## src/rtl/fetch_ctrl_pkg.sv

```systemverilog
// Shared definitions for the fetch-stage sequencer.
// Holds the 2-bit state encoding (so a bench can monitor state by name)
// and the packed bundle of fetch control strobes.
package fetch_ctrl_pkg;

  localparam logic [1:0] BOOT  = 2'd0;
  localparam logic [1:0] FETCH = 2'd1;
  localparam logic [1:0] HOLD  = 2'd2;
  localparam logic [1:0] DRAIN = 2'd3;

  typedef enum logic [1:0] {
    S_BOOT  = BOOT,
    S_FETCH = FETCH,
    S_HOLD  = HOLD,
    S_DRAIN = DRAIN
  } state_t;

  // Fetch control strobes, one bit per top-level control output.
  typedef struct packed {
    logic imem_req;
    logic pc_we;
    logic ifid_we;
    logic ifid_flush;
    logic hold_capture;
    logic ifid_sel_hold;
  } ctrl_t;

endpackage

```

## src/rtl/sat_counter.sv

```systemverilog
// Saturating up-counter with synchronous clear.
// Ports: clk, clr (sync clear, wins over en), en (count enable),
//        count (current value; holds at all-ones instead of wrapping).
module sat_counter #(
  parameter int unsigned W = 8
) (
  input  logic         clk,
  input  logic         clr,
  input  logic         en,
  output logic [W-1:0] count
);

  always_ff @(posedge clk) begin
    if (clr) begin
      count <= '0;
    end else if (en && (count != {W{1'b1}})) begin
      count <= count + W'(1);
    end
  end

endmodule

```

## src/rtl/fetch_ctrl.sv

```systemverilog
// Fetch-stage sequencer: PC / IF-ID enables, instruction-memory request and
// hold-buffer select for a variable-latency instruction memory.
// Ports: clk, rst (sync, active-high); ImemReady, DecodeStall, Redirect in;
//        ImemReq, PCWriteEnable, IFIDWriteEnable, IFIDFlush, HoldCapture,
//        IFIDSelHold out (combinational from state and inputs);
//        StallCycles out (registered, saturating).
module fetch_ctrl
  import fetch_ctrl_pkg::*;
#(
  parameter int unsigned BOOT_CYCLES = 4,
  parameter int unsigned CNT_W       = 16
) (
  input  logic             clk,
  input  logic             rst,
  input  logic             ImemReady,
  input  logic             DecodeStall,
  input  logic             Redirect,
  output logic             ImemReq,
  output logic             PCWriteEnable,
  output logic             IFIDWriteEnable,
  output logic             IFIDFlush,
  output logic             HoldCapture,
  output logic             IFIDSelHold,
  output logic [CNT_W-1:0] StallCycles
);

  // Boot counter only needs to reach BOOT_CYCLES-1.
  localparam int unsigned BOOT_W = (BOOT_CYCLES > 1) ? $clog2(BOOT_CYCLES) : 1;

  state_t            state;
  state_t            state_nxt;
  ctrl_t             ctrl;
  logic [BOOT_W-1:0] boot_cnt;
  logic              boot_en;
  logic              boot_done;
  logic              stall_inc;
  logic              redir_ok;

  assign boot_en   = (state == S_BOOT);
  // BOOT always lasts at least one cycle, since reset lands there.
  assign boot_done = ((32'(boot_cnt) + 32'd1) >= BOOT_CYCLES);
  // A decode stall masks any redirect in the same cycle.
  assign redir_ok  = Redirect & ~DecodeStall;

  sat_counter #(.W(BOOT_W)) u_boot_cnt (
    .clk   (clk),
    .clr   (rst),
    .en    (boot_en),
    .count (boot_cnt)
  );

  sat_counter #(.W(CNT_W)) u_stall_cnt (
    .clk   (clk),
    .clr   (rst),
    .en    (stall_inc),
    .count (StallCycles)
  );

  // Next state, control strobes and stall-count enable.
  always_comb begin
    state_nxt = state;
    ctrl      = '0;
    stall_inc = 1'b0;
    case (state)
      S_BOOT: begin
        if (boot_done) state_nxt = S_FETCH;
      end
      S_FETCH: begin
        ctrl.imem_req = 1'b1;
        stall_inc     = ~ImemReady;
        if (redir_ok) begin
          // Squash whatever ID would receive; an unfinished request must drain.
          ctrl.pc_we      = 1'b1;
          ctrl.ifid_we    = 1'b1;
          ctrl.ifid_flush = 1'b1;
          if (!ImemReady) state_nxt = S_DRAIN;
        end else if (ImemReady && !DecodeStall) begin
          ctrl.pc_we   = 1'b1;
          ctrl.ifid_we = 1'b1;
        end else if (ImemReady) begin
          // ID is busy: park the returned word and advance PC anyway.
          ctrl.pc_we        = 1'b1;
          ctrl.hold_capture = 1'b1;
          state_nxt         = S_HOLD;
        end
      end
      S_HOLD: begin
        stall_inc = 1'b1;
        if (redir_ok) begin
          ctrl.pc_we      = 1'b1;
          ctrl.ifid_we    = 1'b1;
          ctrl.ifid_flush = 1'b1;
          state_nxt       = S_FETCH;
        end else if (!DecodeStall) begin
          ctrl.ifid_we       = 1'b1;
          ctrl.ifid_sel_hold = 1'b1;
          state_nxt          = S_FETCH;
        end
      end
      S_DRAIN: begin
        // Keep the abandoned request alive until memory answers; data is dropped.
        ctrl.imem_req = 1'b1;
        stall_inc     = ~ImemReady;
        if (redir_ok) begin
          ctrl.pc_we      = 1'b1;
          ctrl.ifid_we    = 1'b1;
          ctrl.ifid_flush = 1'b1;
        end
        if (ImemReady) state_nxt = S_FETCH;
      end
      default: state_nxt = S_BOOT;
    endcase
  end

  always_ff @(posedge clk) begin
    if (rst) state <= S_BOOT;
    else     state <= state_nxt;
  end

  assign ImemReq         = ctrl.imem_req;
  assign PCWriteEnable   = ctrl.pc_we;
  assign IFIDWriteEnable = ctrl.ifid_we;
  assign IFIDFlush       = ctrl.ifid_flush;
  assign HoldCapture     = ctrl.hold_capture;
  assign IFIDSelHold     = ctrl.ifid_sel_hold;

endmodule

```

## config.mk

```make
export PLATFORM = sky130hd
export DESIGN_NAME = fetch_ctrl
export DESIGN_NICKNAME = d
export VERILOG_FILES = /design/src/rtl/fetch_ctrl_pkg.sv /design/src/rtl/sat_counter.sv /design/src/rtl/fetch_ctrl.sv
export SDC_FILE = /design/constraint.sdc
export NUM_CORES = 1
export LEC_CHECK = 0
export ABC_AREA = 1
export CAP_MARGIN = 20
export CORE_UTILIZATION = 35
export DETAILED_ROUTE_END_ITERATION = 7
export PLACE_DENSITY_LB_ADDON = 0.2
export SLEW_MARGIN = 30
export SYNTH_ARGS = -nofsm -noshare
export SYNTH_HDL_FRONTEND = slang
export SYNTH_SLANG_ARGS = --single-unit
```

## constraint.sdc

```tcl
create_clock -name clk -period 1.74 [get_ports clk]
set_input_delay 0.348 -clock clk [delete_from_list [all_inputs] [get_ports clk]]
set_output_delay 0.348 -clock clk [all_outputs]
set_load 0.01 [all_outputs]
```

==> run_results.csv <==
group,metric,value,unit
logic_synthesis,synth_xor_area_share,0,%
cells_and_area,layout-drive-gt1-share,14.0,%
global_route,grt_max_degree,18,
clocking,cts_root_buf,"clkbuf_4",
logic_synthesis,synthSimpleGateAreaFrac,47.4,%
pwr,internal_power,915,uW
sta,setup_ws,73.5,ps
cells_and_area,num_antenna_cells,0,
sta,finalCriticalPeriod,1670,ps
setup_path,crit_required,1390,ps
logic_synthesis,syn-mean-instance-area,6.11,um^2
cells_and_area,num-fill-cells,384,
clocking,clockBufferDepth,2,
setup_path,worst-r2r-cell-count,8,
setup_path,reg2reg_slack,310,ps
drt,drc,0,
global_route,antenna_found_initial,0,
cells_and_area,final_nets,250,
setup_path,worstPathCellList,"clkdlybuf4s50_1",
drt,via_count,1328,
logic_synthesis,yosysTopAreaCell,"dfxtp_1",
logic_synthesis,ys_ff_latch,20,
logic_synthesis,synth_adder_area_share,2.02,%
sta,period_share,95.8,%
sta,timing.fmax,0.600,GHz
flow_run,maxCapViolations,0,
min_path,hold_depth,1,
setup_path,slowest_stage,"clkdlybuf4s50_1",
die,io_pins,27,
sta,slew_viol_final,0,
global_route,grt_pass1_wl,4700,um
logic_synthesis,synth.area.top_cells,"dfxtp_1 (32%), nand2_1 (15%), nor2_1 (15%)",
pwr,p_sw_share,36.0,%
placement,post-place-ws,-380,ps
pwr,peakVddDrop,0.000466,V
setup_path,critPathTopFamily,"buffers and inverters",
drt,drt-total-wl,2830,um
drt,m1WireLength,1440,um
logic_synthesis,ys_warn_count,0,
drt,met2_length,1270,um
setup_path,startpoint_type,"flip-flop",
logic_synthesis,synthCells,203,
drt,dr.first_iter.drc_count,65,
logic_synthesis,muxShareOfSynthArea,0,%
setup_path,worstPathArrival,1320,ps
pwr,p_clk_share,19.6,%
sta,clock_skew,11.0,ps
drt,top_layer,"met4",
logic_synthesis,syn_area,1240,um^2
die,die_w,61.5,um
min_path,hold_class,"flip-flop to flip-flop",
global_route,globalRouteOverflowTotal,0,
clocking,cts_tree,"done",
placement,gp_congestion,0.868,
pwr,p_sw,514,uW
cells_and_area,syn2layout_area_growth,33.6,%
clocking,clkTransAtPathRegs,120,ps
sta,rsz0062_at_grt,"no",
status,status,"finished, final reports clean",
die,core-area,3360,um^2
die,chipHeight,61.5,um
sta,setup_viol,0,
die,rows,21,
die,die-area,3780,um^2
logic_synthesis,syn-num-nets,210,
drt,wire_per_inst,9.83,um
setup_path,crit_type,"flip-flop to output pin",
setup_path,crit_fanout,6,
die,initial_utilization,36.9,%
logic_synthesis,synth_top_area_share,32.3,%
sta,slew_headroom,64.9,%
logic_synthesis,synth_top_family_by_area,"simple AND/OR/NAND/NOR gates",
clocking,cts_made_buffers,3,
setup_path,crit_buf_inv,1,
clocking,cts.sinks,20,
cells_and_area,finalNonFillerCells,288,
setup_path,critPathCaptureType,"output pin",
logic_synthesis,synth_compound_area_share,7.97,%
logic_synthesis,synth.distinct_cells,20,
clocking,postCtsHoldBufs,0,
pwr,power.density,863,nW/um^2
global_route,grt_pass1_vias,1106,
drt,detail-route-antenna-nets,0,
sta,worst_pin_slew,526,ps
drt,met3_length,98,um
clocking,h-tree-depth,1,
cells_and_area,utilization,49.3,%
pwr,combPwrFrac,41.1,%
pwr,p_seq_share,39.3,%
placement,hpwlAfterDp,2200,um
pwr,power_leakage,0.000708,uW
sta,hold_viol_final,0,
logic_synthesis,yosysSeqAreaShare,32.3,%
setup_path,cp_slowest_stage_delay,570,ps
setup_path,crit_cells,1,
placement,numPortBuffers,26,
drt,first_pass_iters,4,
global_route,grt_usage,16.8,%
drt,vias_per_cell,4.61,
placement,dp.cells,284,
clocking,insertion_delay,310,ps
==> sequential cells by signal, summed over array words and instances (netlist names) <==
| name | count |
|---|---|
| state | 2 |
| u_stall_cnt.count | 16 |
| u_boot_cnt.count | 2 |
==> metrics by stage <==
step | setup TNS (ps) | cell area (um^2) | power, uW | hold slack [ps]
final | 0 | 1660 | 1430 | 471
after global routing | 0 | 1660 | 1550 | 496
after CTS | -50.4 | 1660 | 1450 | 475
after detailed placement | -1720 | 1630 | 1180 | 458
after global placement | -1790 | 1630 | 1180 | 452
after floorplan | 0 | 1240 | 899 | 420
==> power by group through the flow <==
stage	Clock [uW]	Sequential, uW	Combinational (uW)
global placement	0	570	606
CTS	292	561	598
floorplan	0	591	308
finish	280	561	588
detailed placement	0	571	613
global route	304	571	673
==> repair_timing <==
action | in CTS | in global routing
setup buffers | 0 | 0
pin swaps | 1 | 0
endpoints found under the setup margin | 5 | 6
gates resized for setup | 13 | 11
hold endpoints to repair | 0 | 0
==> cell families after synthesis <==
kind of cell             Yosys count
AND/OR/NAND/NOR                  134
buffers and inverters             29
flip-flops                        20
AO/OA/AOI/OAI                     18
adder cells (fa/ha/maj)            2
==> worst paths after layout <==
path,startpoint,endpoint
hold / removal,u_boot_cnt.count[0],u_boot_cnt.count[0]
setup reg to reg,u_stall_cnt.count[0],u_stall_cnt.count[14]
hold reg to reg,u_boot_cnt.count[0],u_boot_cnt.count[0]
setup / recovery,u_stall_cnt.count[2],StallCycles[2]
==> layout make-up <==
type                    instances  area [um^2]  area share [%]
clock buffers                   4         36.3            2.19
inverters                      25         93.8            5.66
multi-input cells             154          717            43.3
flip-flops and latches         20          402            24.2
well taps                      46         57.6            3.47
repair buffers                 39          350            21.1
==> synth_stat cells <==
library cell  count
buf_6             2
o21ai_0           6
buf_4             1
clkbuf_1          1
nand2_1          51
nand3_1          22
ha_1              2
a21oi_2           2
nand2_2           1
a21oi_1           9
dfxtp_1          20
inv_1            25
nor2_2            1
nor2_1           50
nor2_4            3
nand4_1           1
nand3b_1          2
o22ai_1           1
nand4_4           1
nor3_1            2
==> metal layers <==
layer	track usage [%]	up-vias
met5	0	-
met4	3.81	0
met3	4.41	2
met2	27.3	26
met1	22.2	584
li1	-	716
==> layout by cell type (no fill, tap or decap), types with 5 or more instances in the layout <==
cell type        instances
a21oi_1                  9
buf_4                   12
clkdlybuf4s50_1         19
dfxtp_1                 19
inv_1                   24
nand2_1                 51
nand3_1                 22
nor2_1                  48
o21ai_0                  5
(Power assumes the default switching activity.)
